## src/rtl/alarm_sequencer_if.sv

```systemverilog
// Alarm sequencer interface: time/alarm inputs, user pulses and status outputs.
// master drives time and controls; slave is the sequencer itself.
interface alarm_sequencer_if;
  logic       i_sec_tick;
  logic [4:0] i_cur_hour;
  logic [5:0] i_cur_min;
  logic [5:0] i_cur_sec;
  logic [4:0] i_alm_hour;
  logic [5:0] i_alm_min;
  logic [5:0] i_alm_sec;
  logic       i_alarm_en;
  logic       i_stop;
  logic       i_snooze;
  logic [1:0] o_state;
  logic       o_ringing;
  logic       o_buzz;

  modport master (
    output i_sec_tick,
    output i_cur_hour, i_cur_min, i_cur_sec,
    output i_alm_hour, i_alm_min, i_alm_sec,
    output i_alarm_en, i_stop, i_snooze,
    input  o_state, o_ringing, o_buzz
  );

  modport slave (
    input  i_sec_tick,
    input  i_cur_hour, i_cur_min, i_cur_sec,
    input  i_alm_hour, i_alm_min, i_alm_sec,
    input  i_alarm_en, i_stop, i_snooze,
    output o_state, o_ringing, o_buzz
  );
endinterface

```

## src/rtl/alarm_sequencer.sv

```systemverilog
// Alarm sequencer: IDLE/RING/SNOOZE FSM with gated square-wave buzzer.
// Define ALARM_SNOOZE_EN to build the snooze path; otherwise i_snooze is ignored.
module alarm_sequencer #(
  parameter int unsigned RING_TIMEOUT_SEC = 60,
  parameter int unsigned SNOOZE_SEC       = 300,
  parameter int unsigned TONE_HALF        = 25000
) (
  input logic              clk,
  input logic              rst,
  alarm_sequencer_if.slave bus
);

  typedef enum logic [1:0] {
    IDLE   = 2'd0,
`ifdef ALARM_SNOOZE_EN
    SNOOZE = 2'd2,
`endif
    RING   = 2'd1
  } state_t;

  localparam logic [7:0]  RING_LAST = 8'(RING_TIMEOUT_SEC - 1);
  localparam logic [15:0] TONE_LAST = 16'(TONE_HALF - 1);
`ifdef ALARM_SNOOZE_EN
  localparam logic [9:0]  SNZ_LAST  = 10'(SNOOZE_SEC - 1);
`endif

  state_t      state, state_n;
  logic        match, match_d, trigger;
  logic [7:0]  ring_cnt, ring_n;
  logic        env, env_n;
  logic [15:0] tone_cnt, tone_cnt_n;
  logic        tone, tone_n;
  logic        buzz, buzz_n;
`ifdef ALARM_SNOOZE_EN
  logic [9:0]  snz_cnt, snz_n;
`else
  logic        unused_snooze;
  assign unused_snooze = bus.i_snooze;
`endif

  assign match = bus.i_alarm_en
               & (bus.i_cur_hour == bus.i_alm_hour)
               & (bus.i_cur_min  == bus.i_alm_min)
               & (bus.i_cur_sec  == bus.i_alm_sec);

  assign trigger = match & ~match_d;

  // Edge detector on the match; resets high so an equal time at release is not a trigger.
  always_ff @(posedge clk) begin
    if (rst) match_d <= 1'b1;
    else     match_d <= match;
  end

  // Next state, ring/snooze second counters and envelope.
  always_comb begin
    state_n = state;
    ring_n  = ring_cnt;
    env_n   = env;
`ifdef ALARM_SNOOZE_EN
    snz_n   = snz_cnt;
`endif
    unique case (state)
      IDLE: begin
        ring_n = '0;
        env_n  = 1'b0;
        if (trigger) begin
          state_n = RING;
          env_n   = 1'b1;
        end
      end
      RING: begin
        if (!bus.i_alarm_en || bus.i_stop) begin
          state_n = IDLE;
          ring_n  = '0;
          env_n   = 1'b0;
        end else if (bus.i_sec_tick && ring_cnt == RING_LAST) begin
          state_n = IDLE;
          ring_n  = '0;
          env_n   = 1'b0;
        end
`ifdef ALARM_SNOOZE_EN
        else if (bus.i_snooze) begin
          state_n = SNOOZE;
          ring_n  = '0;
          env_n   = 1'b0;
          snz_n   = '0;
        end
`endif
        else if (bus.i_sec_tick) begin
          ring_n = ring_cnt + 8'd1;
          env_n  = ~env;
        end
      end
`ifdef ALARM_SNOOZE_EN
      SNOOZE: begin
        if (!bus.i_alarm_en || bus.i_stop) begin
          state_n = IDLE;
          snz_n   = '0;
        end else if (bus.i_sec_tick && snz_cnt == SNZ_LAST) begin
          state_n = RING;
          ring_n  = '0;
          env_n   = 1'b1;
          snz_n   = '0;
        end else if (bus.i_sec_tick) begin
          snz_n = snz_cnt + 10'd1;
        end
      end
`endif
      default: begin
        state_n = IDLE;
        ring_n  = '0;
        env_n   = 1'b0;
      end
    endcase
  end

  // Tone generator runs only while staying in RING; buzz is gated by the next state.
  always_comb begin
    tone_cnt_n = '0;
    tone_n     = 1'b0;
    if (state == RING && state_n == RING) begin
      if (tone_cnt == TONE_LAST) begin
        tone_cnt_n = '0;
        tone_n     = ~tone;
      end else begin
        tone_cnt_n = tone_cnt + 16'd1;
        tone_n     = tone;
      end
    end
    buzz_n = (state_n == RING) & tone_n & env_n;
  end

  // State, counters and registered buzzer output.
  always_ff @(posedge clk) begin
    if (rst) begin
      state    <= IDLE;
      ring_cnt <= '0;
      env      <= 1'b0;
      tone_cnt <= '0;
      tone     <= 1'b0;
      buzz     <= 1'b0;
    end else begin
      state    <= state_n;
      ring_cnt <= ring_n;
      env      <= env_n;
      tone_cnt <= tone_cnt_n;
      tone     <= tone_n;
      buzz     <= buzz_n;
    end
  end

`ifdef ALARM_SNOOZE_EN
  // Snooze second counter.
  always_ff @(posedge clk) begin
    if (rst) snz_cnt <= '0;
    else     snz_cnt <= snz_n;
  end
`endif

  assign bus.o_state   = state;
  assign bus.o_ringing = (state == RING);
  assign bus.o_buzz    = buzz;

endmodule

```

## src/flat_wrapper.sv

```systemverilog
// flat-port wrapper written by rule: the top's interface ports become plain ports
module alarm_sequencer_flat 
#(
  parameter int unsigned RING_TIMEOUT_SEC = 60,
  parameter int unsigned SNOOZE_SEC       = 300,
  parameter int unsigned TONE_HALF        = 25000
)
  (clk, rst, bus_i_sec_tick, bus_i_cur_hour, bus_i_cur_min, bus_i_cur_sec, bus_i_alm_hour, bus_i_alm_min, bus_i_alm_sec, bus_i_alarm_en, bus_i_stop, bus_i_snooze, bus_o_state, bus_o_ringing, bus_o_buzz);
  alarm_sequencer_if bus_i ();
  input logic clk;
  input logic rst;
  input wire logic [$bits(bus_i.i_sec_tick)-1:0] bus_i_sec_tick;
  input wire logic [$bits(bus_i.i_cur_hour)-1:0] bus_i_cur_hour;
  input wire logic [$bits(bus_i.i_cur_min)-1:0] bus_i_cur_min;
  input wire logic [$bits(bus_i.i_cur_sec)-1:0] bus_i_cur_sec;
  input wire logic [$bits(bus_i.i_alm_hour)-1:0] bus_i_alm_hour;
  input wire logic [$bits(bus_i.i_alm_min)-1:0] bus_i_alm_min;
  input wire logic [$bits(bus_i.i_alm_sec)-1:0] bus_i_alm_sec;
  input wire logic [$bits(bus_i.i_alarm_en)-1:0] bus_i_alarm_en;
  input wire logic [$bits(bus_i.i_stop)-1:0] bus_i_stop;
  input wire logic [$bits(bus_i.i_snooze)-1:0] bus_i_snooze;
  output wire logic [$bits(bus_i.o_state)-1:0] bus_o_state;
  output wire logic [$bits(bus_i.o_ringing)-1:0] bus_o_ringing;
  output wire logic [$bits(bus_i.o_buzz)-1:0] bus_o_buzz;
  assign bus_i.i_sec_tick = bus_i_sec_tick;
  assign bus_i.i_cur_hour = bus_i_cur_hour;
  assign bus_i.i_cur_min = bus_i_cur_min;
  assign bus_i.i_cur_sec = bus_i_cur_sec;
  assign bus_i.i_alm_hour = bus_i_alm_hour;
  assign bus_i.i_alm_min = bus_i_alm_min;
  assign bus_i.i_alm_sec = bus_i_alm_sec;
  assign bus_i.i_alarm_en = bus_i_alarm_en;
  assign bus_i.i_stop = bus_i_stop;
  assign bus_i.i_snooze = bus_i_snooze;
  assign bus_o_state = bus_i.o_state;
  assign bus_o_ringing = bus_i.o_ringing;
  assign bus_o_buzz = bus_i.o_buzz;
  alarm_sequencer #(.RING_TIMEOUT_SEC(RING_TIMEOUT_SEC), .SNOOZE_SEC(SNOOZE_SEC), .TONE_HALF(TONE_HALF)) u_core (.clk(clk), .rst(rst), .bus(bus_i));
endmodule
```

## config.mk

```make
export PLATFORM = sky130hd
export DESIGN_NAME = alarm_sequencer_flat
export DESIGN_NICKNAME = d
export VERILOG_FILES = /design/src/rtl/alarm_sequencer_if.sv /design/src/rtl/alarm_sequencer.sv /design/src/flat_wrapper.sv
export SDC_FILE = /design/constraint.sdc
export NUM_CORES = 1
export LEC_CHECK = 0
export BUFFER_PORTS_ARGS = -buffer_cell sky130_fd_sc_hd__buf_2
export CORE_MARGIN = 4
export CORE_UTILIZATION = 50
export CTS_BUF_LIST = sky130_fd_sc_hd__clkbuf_8 sky130_fd_sc_hd__clkbuf_16
export DETAILED_ROUTE_END_ITERATION = 10
export GPL_TIMING_DRIVEN = 0
export PLACE_DENSITY_LB_ADDON = 0.25
export SYNTH_ARGS = -nofsm -noshare
export SYNTH_HDL_FRONTEND = slang
export SYNTH_SLANG_ARGS = --single-unit
```

## constraint.sdc

```tcl
create_clock -name clk -period 2.3 [get_ports clk]
set_input_delay 0.23 -clock clk [delete_from_list [all_inputs] [get_ports clk]]
set_output_delay 0.23 -clock clk [all_outputs]
set_load 0.03 [all_outputs]
```

Word level (Yosys, flattened, before mapping). Cells that the tools add are included.

Add/sub/neg operators: 2. Eq/ne operators: 7. Muxes and demuxes: 11. Bitwise gates (word level): 11. Reduce and logical (&&, ||, !) cells: 7.

Operators with widths (number): 16-bit by 1-bit adder with 16-bit output (second input constant) (1); 16-bit by 15-bit == test with 1-bit output (second input constant) (1); 6-bit == test (2); 8-bit by 1-bit adder with 8-bit output (second input constant) (1); 8-bit by 6-bit == test with 1-bit output (second input constant) (1); 1-bit AND (6); 1-bit 2-to-1 mux (6); 2-bit 2-to-1 mux (3); 5-bit == test (1); 1-bit NOT (5); 2-bit by 1-bit == test with 1-bit output (second input constant) (2); 2-bit one-hot mux with 2 select lines (1); 4-bit OR reduction (1); 3-bit OR reduction (1); 1-bit logical AND (2); 2-bit zero test (1); 1-bit one-hot mux with 2 select lines (1); 1-bit zero test (1); 1-bit logical OR (1).

Register bits after elaboration: 30. Input port bits: 40. Output and inout port bits: 4. Logic and storage cells: 45.

Logic depth before layout (Yosys ltp).
Depth in word-level cells: 12. Depth in mapped cells: 8. Mapped depth without buffers: 6.

Worst setup path before layout. OpenSTA, ideal clock, no wires.

Kind: register to register. From: reg u_core.state[0], in the netlist u_core.bus.o_state[0]. To: reg u_core.tone_cnt[7]. Setup time: 0.064 ns. Arrival: 1.691 ns. Data required time: 2.236 ns. Slack: 0.545 ns. Cell stages (with the launch flop): 8. Path buffers: 2. Period minus slack after synthesis: 1.755 ns. Path through: dfxtp_1 and4bb_2 o31ai_1 or2_2 or2_1 buf_6 buf_8 nor2_1.

Word-level cells in the longest chain between the ends: 7. Elaborated cells between the ends (all ways): 10. Those cells by class: eq/ne: 2; mux: 4; bitwise: 1; reduce/logical: 3.

Ends and longest elaborated chain: from (decl) (line alarm_sequencer.sv:27) `state_t state, state_n;`; from (signal assigned) (line alarm_sequencer.sv:143) `state <= state_n;`; 2-bit 2-to-1 mux (line alarm_sequencer.sv:76) `end else if (bus.i_sec_tick && ring_cnt == RING_LAST) begin`; 2-bit 2-to-1 mux (line alarm_sequencer.sv:72) `if (!bus.i_alarm_en || bus.i_stop) begin`; 2-bit one-hot mux with 2 select lines (line alarm_sequencer.sv:62) `unique case (state)`; 2-bit by 1-bit == test with 1-bit output (line alarm_sequencer.sv:121) `if (state == RING && state_n == RING) begin`; 1-bit logical AND (*) (line alarm_sequencer.sv:121); 1-bit NOT (no source line) (*); 3-bit OR reduction (no source line) (*); to (signal assigned) (line alarm_sequencer.sv:146) `tone_cnt <= tone_cnt_n;`; to (decl) (line alarm_sequencer.sv:31) `logic [15:0] tone_cnt, tone_cnt_n;`.

Mark *: on every way between the ends. The rest lies on a longest branch, timed or not. A chain may end at the register's enable or synchronous reset.

Worst setup path after layout.
From: reg u_core.tone_cnt[11]. To: reg u_core.tone_cnt[7].

Word-level cells in the longest chain between the ends: 2.

Ends and longest elaborated chain: 16-bit by 15-bit == test with 1-bit output (line alarm_sequencer.sv:122) `if (tone_cnt == TONE_LAST) begin`; 3-bit OR reduction (no source line).

No other way between the ends.

==> summary.md <==
| Metric | Value |
|---|---|
| Mapped cell area | 0.00145 sq mm |
| Arr. time, crit path | 2.00 ns |
| Synth Area in Simple Gates | 0.270 |
| XOR/XNOR Fraction of Synth Area | 0.217 |
| Critical-path cell list | or4_1 > nor4_2 > or2_1 > buf_6 > buf_8 > nor2_1 |
| Avg Inst Size Synth | 8.70 sq um |
| Number of setup buffers added after CTS | 0 |
| Iter 0 DRT Violations | 28 |
| FF+latch count, synth | 30 |
| Post-CTS sizing | 0 |
| Register area share after synthesis | 0.413 |
| Post-synthesis cell count | 167 |
| WHS | 0.132 ns |
| Synth cell count leaders | 35 x nor2_1, 30 x dfxtp_1, 19 x xnor2_1 |
| Tmin final | 1.82 ns |
| DRC | 0 |
| Final hold violation count | 0 |
| TritonCTS clock tree | yes |
| Largest family of logic cells by synthesized area | simple AND/OR/NAND/NOR gates |
| Status | complete, no violations |
| Design area | 0.00179 sq mm |
| WL/cell | 12.5 microns |
| Worst Skew | 0.00787 ns |
| Crit-path leading delay family | simple AND/OR/NAND/NOR gates |
| Initial Utilization | 0.527 |
| Clock buffer count from CTS | 5 |
| Count of final setup violators | 0 |
| Vias per cell | 5.12 |
| Max-Cap Viols | 0 |
| Slowest-stage cell, CP | or4_1 |
| Hold/Removal Path Class | primary input to flip-flop |
| Crit Path Category | flip-flop to flip-flop |
| Dominant cell by count in the synthesized netlist | nor2_1 |
| Root buffer cell | clkbuf_8 |
| # rows | 19 |
| CTS Hold Bufs | 0 |
| Total Routed Length | 3.08 mm |
| Req. time, crit path | 2.48 ns |
| Area Overhead vs Synth | 23.1% |
| Mux cell area share after synthesis | 0.00689 |
| RSZ-0062 raised after global routing | no |
| Worst slew pin tran | 0.517 ns |
| Diodes inserted | 0 |
| Largest net degree at the start of global routing | 11 |
| Area after DPL | 0.00170 sq mm |
| Top_reg_cell synth | dfxtp_1 |
| Yosys top cell area share | 0.413 |
| Largest area contributor in the netlist | dfxtp_1 |
| Skew-Pair Late Insertion Delay | 0.29 ns |
| Die width | 61.9 microns |
| Clock buffer depth | 2 |
| Crit-path max cell delay | 0.54 ns |
| TNS Setup | 0 ns |
| Port Buf Inserts | 41 |
| Share of layout cells above drive strength 1 | 0.255 |
| Number of flops mapped to enable cells by yosys | 0 |
| Max IR drop VDD | 0.000706 V |
| Relative slew slack | 0.653 |
| Adder-Cell Fraction of Synth Area | 0.0172 |
| Clk pin slew, worst setup/hold paths | 0.06 ns |
| Area contributors post-synth | dfxtp_1 41%, xnor2_1 11%, xor2_1 10%, nor2_1 9.0%, nand3_1 3.4% |
| H-tree level count | 2 |
| Number of global-route vias before repair | 1174 |
| Area fraction in compound gates after synthesis | 0.0336 |
| Flop2flop setup slack | 0.48 ns |
| Nets | 257 |
| IO Pins | 44 |
| Worst Path Max Fanout | 10 |
| FFs w/ async S/R, synth | 0 |
| Tcrit/Tclk final | 0.792 |
| DR vias | 1265 |
| Mapped Nets | 209 |
| DP HPWL | 2.40 mm |
| Yosys warns | 0 |
| Worst setup SP type | flip-flop |
| Num Clock Sinks | 30 |
| Initial antenna violation count | 0 |
| Chip Height | 61.9 microns |
| Crit path capture type | flip-flop |
| RePlAce Congestion | 0.824 |
| Buf/Inv on CP | 2 |
| DRT Pass-1 Iters | 4 |
| Congestion Overflow GR | 0 |
| Global Route Usage Sum | 0.177 |
| Area of the die | 0.00383 sq mm |
| First-pass GRT wire length | 4.72 mm |
| Post-route ant nets | 0 |
| Power density over the cells | 572 mW/mm^2 |
| Area of the core | 0.00276 sq mm |
| Max-slew violation count | 0 |
| F_max | 549 MHz |
| Distinct cell type count after synthesis | 34 |
| Leak Pwr | 0.701 nW |
per-stage QoR:
| stage | total power [mW] | setup slack [ns] | std cells | util |
|---|---|---|---|---|
| floorplan | 0.567 | 0.545 | 167 | - |
| global placement | 0.605 | 0.510 | 239 | 0.615 |
| detailed placement | 0.610 | 0.494 | 239 | 0.615 |
| CTS | 1.04 | 0.474 | 247 | 0.648 |
| global route | 1.08 | 0.376 | 247 | 0.648 |
| finish | 1.02 | 0.477 | 247 | 0.648 |
where the power goes:
group	switching, mW	internal [mW]
Clock	0.188	0.236
Sequential	0.00103	0.522
Combinational	0.0326	0.0433
cell usage in the layout, fill, tap and decap left out:
master     n
nand2_1   10
or2_1      1
nand2b_1   1
or2_2      1
o31ai_1    1
a21o_1     1
buf_2     42
and4b_1    1
ha_1       2
nand4_1    5
inv_1      6
clkinv_2   1
a31oi_1    1
conb_1     1
o22ai_1    2
clkbuf_1   2
xnor2_1   19
a21oi_1    1
and4bb_2   1
a222oi_1   1
xor2_1    17
or3_1      2
nor3_1     4
clkbuf_8   6
nor2_1    35
nor4_2     1
nor2b_1    2
or4_1      1
and3_2     1
mux2i_1    1
nand3_1   10
dfxtp_1   30
buf_8      1
buf_6      1
nor4_1     3
and4_1     1
path summary, 6_finish.rpt:
kind,startpoint,to,depth (start not counted)
max,u_core.tone_cnt[11],u_core.tone_cnt[7],6
max reg2reg,u_core.tone_cnt[11],u_core.tone_cnt[7],6
min reg2reg,u_core.tone_cnt[0],u_core.tone_cnt[0],1
min,rst,u_core.bus.o_state[0],2
state kept, by name, summed over array words and instances, names as in the netlist:
signal,count
u_core.match_d,1
u_core.bus.o_buzz,1
u_core.bus.o_state,2
u_core.env,1
u_core.ring_cnt,8
u_core.tone_cnt,16
u_core.tone,1
worst reg2reg max path, cell delays in order (launching register included):
cell	delay [ns]
dfxtp_1	0.35
or4_1	0.55
nor4_2	0.36
or2_1	0.17
buf_6	0.12
buf_8	0.12
nor2_1	0.05
logic make-up (layout without fill, tap and decap cells):
kind of cell / Yosys count / after routing
simple gates: 80 / 80
other cells: 1 / 1
compound gates: 7 / 7
mux: 1 / 1
fa+ha+maj: 2 / 2
xor+xnor: 36 / 36
flops: 30 / 30
buf+inv: 10 / 59
routing by layer:
layer | global-route usage | wire, microns | share of wire
met5 | 0 | 0 | 0
met4 | 0.0970 | 41 | 0.013
met3 | 0.0785 | 358 | 0.12
met2 | 0.326 | 1500 | 0.49
met1 | 0.161 | 1170 | 0.38
final cells by class:
cell class | instances | area [sq um]
fill | 240 | 970
inverter | 5 | 18.8
buffer | 5 | 38.8
multi-input combinational | 127 | 795
sequential | 30 | 601
clock inverter | 2 | 8.76
clock buffer | 6 | 82.6
tap | 31 | 38.8
timing repair buffer | 41 | 205
(Power assumes the default switching activity.)
